## src/rtl/fifo_port_sched_if.sv

```systemverilog
// Handshake bundle between the scheduler, its two producers, its consumer and the FIFO ports.
interface fifo_port_sched_if #(
  parameter int DW = 8,
  parameter int CW = 5
);
  logic          ReqA;
  logic [DW-1:0] DinA;
  logic          AckA;
  logic          ReqB;
  logic [DW-1:0] DinB;
  logic          AckB;
  logic          RdReq;
  logic [DW-1:0] RdData;
  logic          RdValid;
  logic [CW-1:0] Level;
  logic          Wen;
  logic          Ren;
  logic [DW-1:0] FDin;
  logic [DW-1:0] FDout;

  // master: the scheduler itself
  modport master (
    input  ReqA, DinA, ReqB, DinB, RdReq, FDout,
    output AckA, AckB, RdData, RdValid, Level, Wen, Ren, FDin
  );

  // slave: producers, consumer and FIFO around the scheduler
  modport slave (
    output ReqA, DinA, ReqB, DinB, RdReq, FDout,
    input  AckA, AckB, RdData, RdValid, Level, Wen, Ren, FDin
  );
endinterface

```

## src/rtl/fifo_port_sched.sv

```systemverilog
// Round-robin write-port sharing for two producers plus read-port driving for one consumer,
// issuing at most one FIFO operation per cycle and tracking occupancy locally.
module fifo_port_sched #(
  parameter int DW    = 8,
  parameter int DEPTH = 16,
  parameter int CW    = 5
) (
  input logic              clk,
  input logic              rst,
  fifo_port_sched_if.master bus
);

  // Op state encoding is {Wen,Ren}; the register drives the FIFO strobes directly.
  typedef enum logic [1:0] {
    OP_IDLE = 2'b00,
    OP_RD   = 2'b01,
    OP_WR   = 2'b10
  } op_e;

  typedef enum logic {
    SRC_A = 1'b0,
    SRC_B = 1'b1
  } src_e;

  op_e           op_q;
  op_e           op_last_q;
  src_e          rr_last_q;
  logic [DW-1:0] fdin_q;
  logic          acka_q;
  logic          ackb_q;
  logic          rdvalid_q;
  logic [CW-1:0] level_q;

  logic          elig_a;
  logic          elig_b;
  logic          wr_ok;
  logic          rd_ok;
  logic          do_wr;
  logic          do_rd;
  logic          grant_b;
  logic [CW-1:0] level_d;

  always_comb begin
    elig_a  = bus.ReqA & ~acka_q;
    elig_b  = bus.ReqB & ~ackb_q;
    wr_ok   = (elig_a | elig_b) & (level_q < CW'(DEPTH));
    rd_ok   = bus.RdReq & (level_q != '0);
    // On contention, alternate against whichever op went last.
    do_wr   = wr_ok & (~rd_ok | (op_last_q == OP_RD));
    do_rd   = rd_ok & ~do_wr;
    grant_b = elig_b & (~elig_a | (rr_last_q == SRC_A));
    level_d = level_q;
    if (do_wr) begin
      level_d = level_q + CW'(1);
    end else if (do_rd) begin
      level_d = level_q - CW'(1);
    end
  end

  always_ff @(posedge clk) begin
    if (!rst) begin
      op_q      <= OP_IDLE;
      op_last_q <= OP_RD;
      rr_last_q <= SRC_B;
      fdin_q    <= '0;
      acka_q    <= 1'b0;
      ackb_q    <= 1'b0;
      rdvalid_q <= 1'b0;
      level_q   <= '0;
    end else begin
      acka_q    <= 1'b0;
      ackb_q    <= 1'b0;
      rdvalid_q <= op_q[0];
      level_q   <= level_d;
      if (do_wr) begin
        op_q      <= OP_WR;
        op_last_q <= OP_WR;
        if (grant_b) begin
          fdin_q    <= bus.DinB;
          ackb_q    <= 1'b1;
          rr_last_q <= SRC_B;
        end else begin
          fdin_q    <= bus.DinA;
          acka_q    <= 1'b1;
          rr_last_q <= SRC_A;
        end
      end else if (do_rd) begin
        op_q      <= OP_RD;
        op_last_q <= OP_RD;
      end else begin
        op_q <= OP_IDLE;
      end
    end
  end

  assign bus.Wen     = op_q[1];
  assign bus.Ren     = op_q[0];
  assign bus.FDin    = fdin_q;
  assign bus.AckA    = acka_q;
  assign bus.AckB    = ackb_q;
  assign bus.RdValid = rdvalid_q;
  assign bus.Level   = level_q;
  assign bus.RdData  = bus.FDout;

endmodule
```

## src/flat_wrapper.sv

```systemverilog
// flat-port wrapper written by rule: the top's interface ports become plain ports
module fifo_port_sched_flat 
#(
  parameter int DW    = 8,
  parameter int DEPTH = 16,
  parameter int CW    = 5
)
  (clk, rst, bus_ReqA, bus_DinA, bus_ReqB, bus_DinB, bus_RdReq, bus_FDout, bus_AckA, bus_AckB, bus_RdData, bus_RdValid, bus_Level, bus_Wen, bus_Ren, bus_FDin);
  fifo_port_sched_if #(.DW(DW), .CW(CW)) bus_i ();
  input logic clk;
  input logic rst;
  input wire logic [$bits(bus_i.ReqA)-1:0] bus_ReqA;
  input wire logic [$bits(bus_i.DinA)-1:0] bus_DinA;
  input wire logic [$bits(bus_i.ReqB)-1:0] bus_ReqB;
  input wire logic [$bits(bus_i.DinB)-1:0] bus_DinB;
  input wire logic [$bits(bus_i.RdReq)-1:0] bus_RdReq;
  input wire logic [$bits(bus_i.FDout)-1:0] bus_FDout;
  output wire logic [$bits(bus_i.AckA)-1:0] bus_AckA;
  output wire logic [$bits(bus_i.AckB)-1:0] bus_AckB;
  output wire logic [$bits(bus_i.RdData)-1:0] bus_RdData;
  output wire logic [$bits(bus_i.RdValid)-1:0] bus_RdValid;
  output wire logic [$bits(bus_i.Level)-1:0] bus_Level;
  output wire logic [$bits(bus_i.Wen)-1:0] bus_Wen;
  output wire logic [$bits(bus_i.Ren)-1:0] bus_Ren;
  output wire logic [$bits(bus_i.FDin)-1:0] bus_FDin;
  assign bus_i.ReqA = bus_ReqA;
  assign bus_i.DinA = bus_DinA;
  assign bus_i.ReqB = bus_ReqB;
  assign bus_i.DinB = bus_DinB;
  assign bus_i.RdReq = bus_RdReq;
  assign bus_i.FDout = bus_FDout;
  assign bus_AckA = bus_i.AckA;
  assign bus_AckB = bus_i.AckB;
  assign bus_RdData = bus_i.RdData;
  assign bus_RdValid = bus_i.RdValid;
  assign bus_Level = bus_i.Level;
  assign bus_Wen = bus_i.Wen;
  assign bus_Ren = bus_i.Ren;
  assign bus_FDin = bus_i.FDin;
  fifo_port_sched #(.DW(DW), .DEPTH(DEPTH), .CW(CW)) u_core (.clk(clk), .rst(rst), .bus(bus_i));
endmodule
```

## config.mk

```make
export PLATFORM = sky130hd
export DESIGN_NAME = fifo_port_sched_flat
export DESIGN_NICKNAME = d
export VERILOG_FILES = /design/src/rtl/fifo_port_sched_if.sv /design/src/rtl/fifo_port_sched.sv /design/src/flat_wrapper.sv
export SDC_FILE = /design/constraint.sdc
export NUM_CORES = 1
export LEC_CHECK = 0
export BUFFER_PORTS_ARGS = -buffer_cell sky130_fd_sc_hd__buf_2
export CAP_MARGIN = 40
export CORE_ASPECT_RATIO = 1.1
export CORE_MARGIN = 2
export CORE_UTILIZATION = 48
export CTS_CLUSTER_SIZE = 10
export DETAILED_ROUTE_END_ITERATION = 10
export GPL_ROUTABILITY_DRIVEN = 0
export PLACE_DENSITY = 0.89
export SYNTH_ARGS = -nofsm -noshare
export SYNTH_HDL_FRONTEND = slang
export SYNTH_SLANG_ARGS = --single-unit
```

## constraint.sdc

```tcl
create_clock -name clk -period 7.1 [get_ports clk]
set_input_delay 1.42 -clock clk [delete_from_list [all_inputs] [get_ports clk]]
set_output_delay 1.42 -clock clk [all_outputs]
set_load 0.01 [all_outputs]
```

Word-level counts from Yosys, hierarchy flattened. Cells that the tools add are included.

Input bits: 29. Bits in registers: 21.

Equality and inequality tests: 1. Bitwise gates (word level): 17. Add/sub/neg operators: 2. Reduce and logical (&&, ||, !) cells: 4. $lt $le $gt $ge: 1. Muxes and demuxes: 9.

Operators by type and width (number): $mux W5 (2); $mux W8 (1); $and A1 B1 Y1 (7); $not A1 Y1 (7); $mux W2 (3); $add A5 B1 Y5 const B (1); $lt A5 B5 Y1 const B (1); $reduce_bool A5 Y1 (1); $sub A5 B1 Y5 const B (1); $mux W1 (3); $or A1 B1 Y1 (3); $eq A2 B1 Y1 const B (1); $reduce_and A2 Y1 (1); $reduce_bool A2 Y1 (1); $reduce_or A2 Y1 (1).

Depth between registers and ports, before layout.
Word-level depth: 9. Gate-level depth with buffers: 8.

Worst setup path after synthesis. OpenSTA, ideal clock, no wires.

Path type: input-to-reg. Start: in bus_ReqB. End: reg u_core.level_q[3], in the netlist u_core.bus.Level[3]. Arrival: 3.009 ns. Stages: 8. Required time: 7.013 ns. Setup slack: 4.004 ns. Path through: nand2b_1 a221oi_2 inv_1 ha_1 or2_2 nand3_1 nand2_1 o31ai_1.

Longest elaborated chain between the ends: 7. Elaborated cells between the ends (all ways): 8.

Ends and longest elaborated chain: from (decl) (RTL line flat_wrapper.sv:14) `input wire logic [$bits(bus_i.ReqB)-1:0] bus_ReqB;`; $and A1 B1 Y1 * (RTL line fifo_port_sched.sv:45) `elig_b = bus.ReqB & ~ackb_q;`; $or A1 B1 Y1 * (RTL line fifo_port_sched.sv:46) `wr_ok = (elig_a | elig_b) & (level_q < CW'(DEPTH));`; $and A1 B1 Y1 * (RTL line fifo_port_sched.sv:46); $and A1 B1 Y1 * (RTL line fifo_port_sched.sv:49) `do_wr = wr_ok & (~rd_ok | (op_last_q == OP_RD));`; $not A1 Y1 (RTL line fifo_port_sched.sv:50) `do_rd = rd_ok & ~do_wr;`; $and A1 B1 Y1 (RTL line fifo_port_sched.sv:50); $reduce_bool A2 Y1 (no line); to (signal assigned) (RTL line fifo_port_sched.sv:74) `level_q <= level_d;`; to (decl) (RTL line fifo_port_sched.sv:32) `logic [CW-1:0] level_q;`.

Every way passes the cells marked *; elsewhere a longest branch is shown, timed or not. A chain may end at the register's enable or synchronous reset.

Worst setup path after layout. Ends and elaborated chain as after synthesis.

==> impl_metrics.yaml <==
status:
  status: "finished clean"
worst_setup_path:
  critPathLaunchType: "input port"
  r2r-end: "u_core.bus.Level[3]"
  cp.required_ns: 7.33
  timing.rr.start: "u_core.bus.Level[0]"
  path_max_fanout: 4
  cp-end-kind: "register"
  worstPathArrival_ns: 3.27
  reg2regPathDepth: 8
  regToRegSetupSlack_ns: 4.63
  critPathKind: "in -> reg"
sta:
  finalHoldViolations: 0
  worst_pin_slew_ns: 0.5570
  fin_crit_ns: 3.033
  setup_violations: 0
  rsz0062_at_grt: "false"
  maxSlewHeadroom: 0.6279
  min_period_over_period: 0.4272
  fmax_mhz: 329.7
  final.setup.tns_ns: 0
  clock_skew_ns: 0.002035
  drv_slew: 0
hold_path:
  hp-class: "reg -> reg"
  min_to: "u_core.bus.RdValid"
  hp-start: "u_core.op_q[0]"
  whs_path_depth: 1
final_layout:
  final_common_cell: "buf_2"
  syn_to_final_growth_pct: 15.75
  finalInstanceArea_um2: 1241
  post_route_cells_drive_above_1_share: 0.3650
  n_fill_cell: 191
  num-nets-final: 171
  final_cell_mix: "buf_2, dfxtp_1, mux2i_1"
  multi_input_area_um2: 549.3
  regArea_um2: 420.4
  antenna_cells: 0
drt:
  drc: 0
  viasPerCell: 5.436
  num_vias: 897
  firstDrtPassIters: 4
  wl_per_cell_um: 13.19
  drtIter0Drc: 9
  wl_mm: 2.176
  drtAntennaViolNets: 0
floorplan:
  num_io_pins: 55
  die_y_um: 53.57
  die_area_um2: 2628
  die_w_um: 49.07
  start_util: 0.5197
  core_um2: 2063
  rows: 17
global_routing:
  gr-total-overflow: 0
  grt_first_pass_wirelength_mm: 3.657
  grt_antenna_before_repair: 0
  grt_pass1_vias: 889
  grtUsageTotal: 0.1859
  grt_max_degree: 14
clock_network:
  cts_hold_buf: 0
  cts_tree: "built"
  path_clk_slew_ns: 0.11
  clockBufferDepth: 2
  cts_setup_buffers: 0
  htreeDepth: 1
  clk_latency_ns: 0.30
  cts.repair.resized: 0
  cts_num_sinks: 21
  cts-root-buf: "clkbuf_4"
  cts-buffers-inserted: 3
power:
  peakVddDrop_mv: 0.2062
  powerDensity_nw_per_um2: 379.3
  power_leakage_nw: 0.6016
synthesis:
  yosysSeqAreaShare: 0.3921
  netlist_instances: 106
  synth_cell_type_count: 38
  synth.avg_cell_area_um2: 10.12
  ys_ff_latch: 21
  syn_nets: 139
  synth_warnings: 0
  netlist_area_um2: 1072
place:
  place_area_um2: 1214
  placement.io_buffers: 38
  hpwl_mm: 1.757
flow_run:
  cap_violations: 0
-- critical path, stage by stage --
cell      delay, ns
buf_2          0.08
nand2b_1       0.16
a221oi_2       0.44
inv_1          0.18
ha_1           0.35
or2_2          0.32
nand3_1        0.09
nand2_1        0.05
o31ai_1        0.17
-- power by group --
part	switching (W)	total, W	leakage (nW)	internal (W)
Sequential	0.0000316	0.000185	0.174	0.000154
Combinational	0.000121	0.000229	0.410	0.000108
Clock	0.0000358	0.0000569	0.0177	0.0000210
Total	0.000188	0.000471	0.602	0.000283
-- how the worst max path moves through the flow --
stage	startpoint	end	slack, ns
2_1_floorplan	bus_ReqB	u_core.bus.Level[3]	4.00
3_3_place_gp	bus_ReqB	u_core.bus.Level[3]	3.85
3_5_place_dp	bus_ReqB	u_core.bus.Level[3]	3.74
4_1_cts	bus_ReqB	u_core.bus.Level[3]	4.06
6_report	bus_ReqB	u_core.bus.Level[3]	4.07
5_1_grt	bus_ReqB	u_core.bus.Level[3]	3.95
-- routing by layer --
metal / wire (µm) / track usage
met5: 0 / 0
met4: 48 / 0.1190
met3: 192 / 0.04444
met2: 1021 / 0.3401
met1: 914 / 0.1952
-- synthesized netlist by cell type, drive strengths merged --
cell | n | area (µm²)
o211ai | 1 | 12.51
or4 | 1 | 11.26
and2 | 1 | 6.260
o311a | 1 | 10.01
mux2i | 10 | 100.1
a211o | 2 | 18.77
o31ai | 1 | 7.510
buf | 11 | 87.58
nor2 | 4 | 15.01
or2b | 1 | 7.510
nand2b | 2 | 12.51
clkbuf | 1 | 3.750
nor3 | 1 | 5.000
nand3 | 2 | 10.01
nand4 | 1 | 6.260
o21ai | 5 | 28.78
and3b | 1 | 8.760
o41a | 1 | 11.26
dfxtp | 21 | 420.4
o2bb2ai | 8 | 70.07
a221oi | 1 | 15.01
o211a | 1 | 10.01
fa | 1 | 20.02
xnor2 | 1 | 8.760
ha | 3 | 37.54
a21oi | 5 | 36.29
nor2b | 3 | 18.77
or2 | 1 | 6.260
a31oi | 1 | 6.260
a21o | 2 | 15.01
nand2 | 7 | 26.28
o21a | 1 | 7.510
inv | 3 | 11.26
-- per-stage QoR --
step                setup slack, ns  power [W]  utilization  hold WS (ns)  cells
finish                        4.067  0.0004708       0.6016        0.4711    165
global route                  3.951  0.0005094       0.6016        0.4893    165
CTS                           4.064  0.0004756       0.6016        0.4762    165
detailed placement            3.736  0.0004170       0.5882        0.4426    161
global placement              3.853  0.0004056       0.5882        0.4392    161
floorplan                     4.004  0.0003590            -        0.4321    106
-- cell type report --
| type | instances | area share |
|---|---|---|
| Clock buffer | 3 | 0.01815 |
| Clock inverter | 1 | 0.004032 |
| Inverter | 3 | 0.009073 |
| Multi-Input combinational cell | 70 | 0.4425 |
| Sequential cell | 21 | 0.3387 |
| Tap cell | 28 | 0.02823 |
| Timing Repair Buffer | 39 | 0.1593 |
-- sequential cells by signal (all words and copies together) (netlist names) --
name,flops
u_core.bus.FDin,8
u_core.bus.Level,5
u_core.op_last_q,2
u_core.op_q,2
u_core.bus.AckA,1
u_core.bus.AckB,1
u_core.bus.RdValid,1
u_core.rr_last_q,1
-- cell families (layout without fill, tap and decap cells) --
| family | count (synthesis) | count (layout) | share of synthesized area |
|---|---|---|---|
| AO/OA/AOI/OAI | 30 | 30 | 0.2322 |
| AND/OR/NAND/NOR | 25 | 25 | 0.1249 |
| flip-flops | 21 | 21 | 0.3921 |
| buffers and inverters | 15 | 46 | 0.09567 |
| multiplexers | 10 | 10 | 0.09335 |
| adder cells (fa/ha/maj) | 4 | 4 | 0.05368 |
| XOR/XNOR | 1 | 1 | 0.008170 |
No activity file was read; power rests on OpenSTA's default activity.
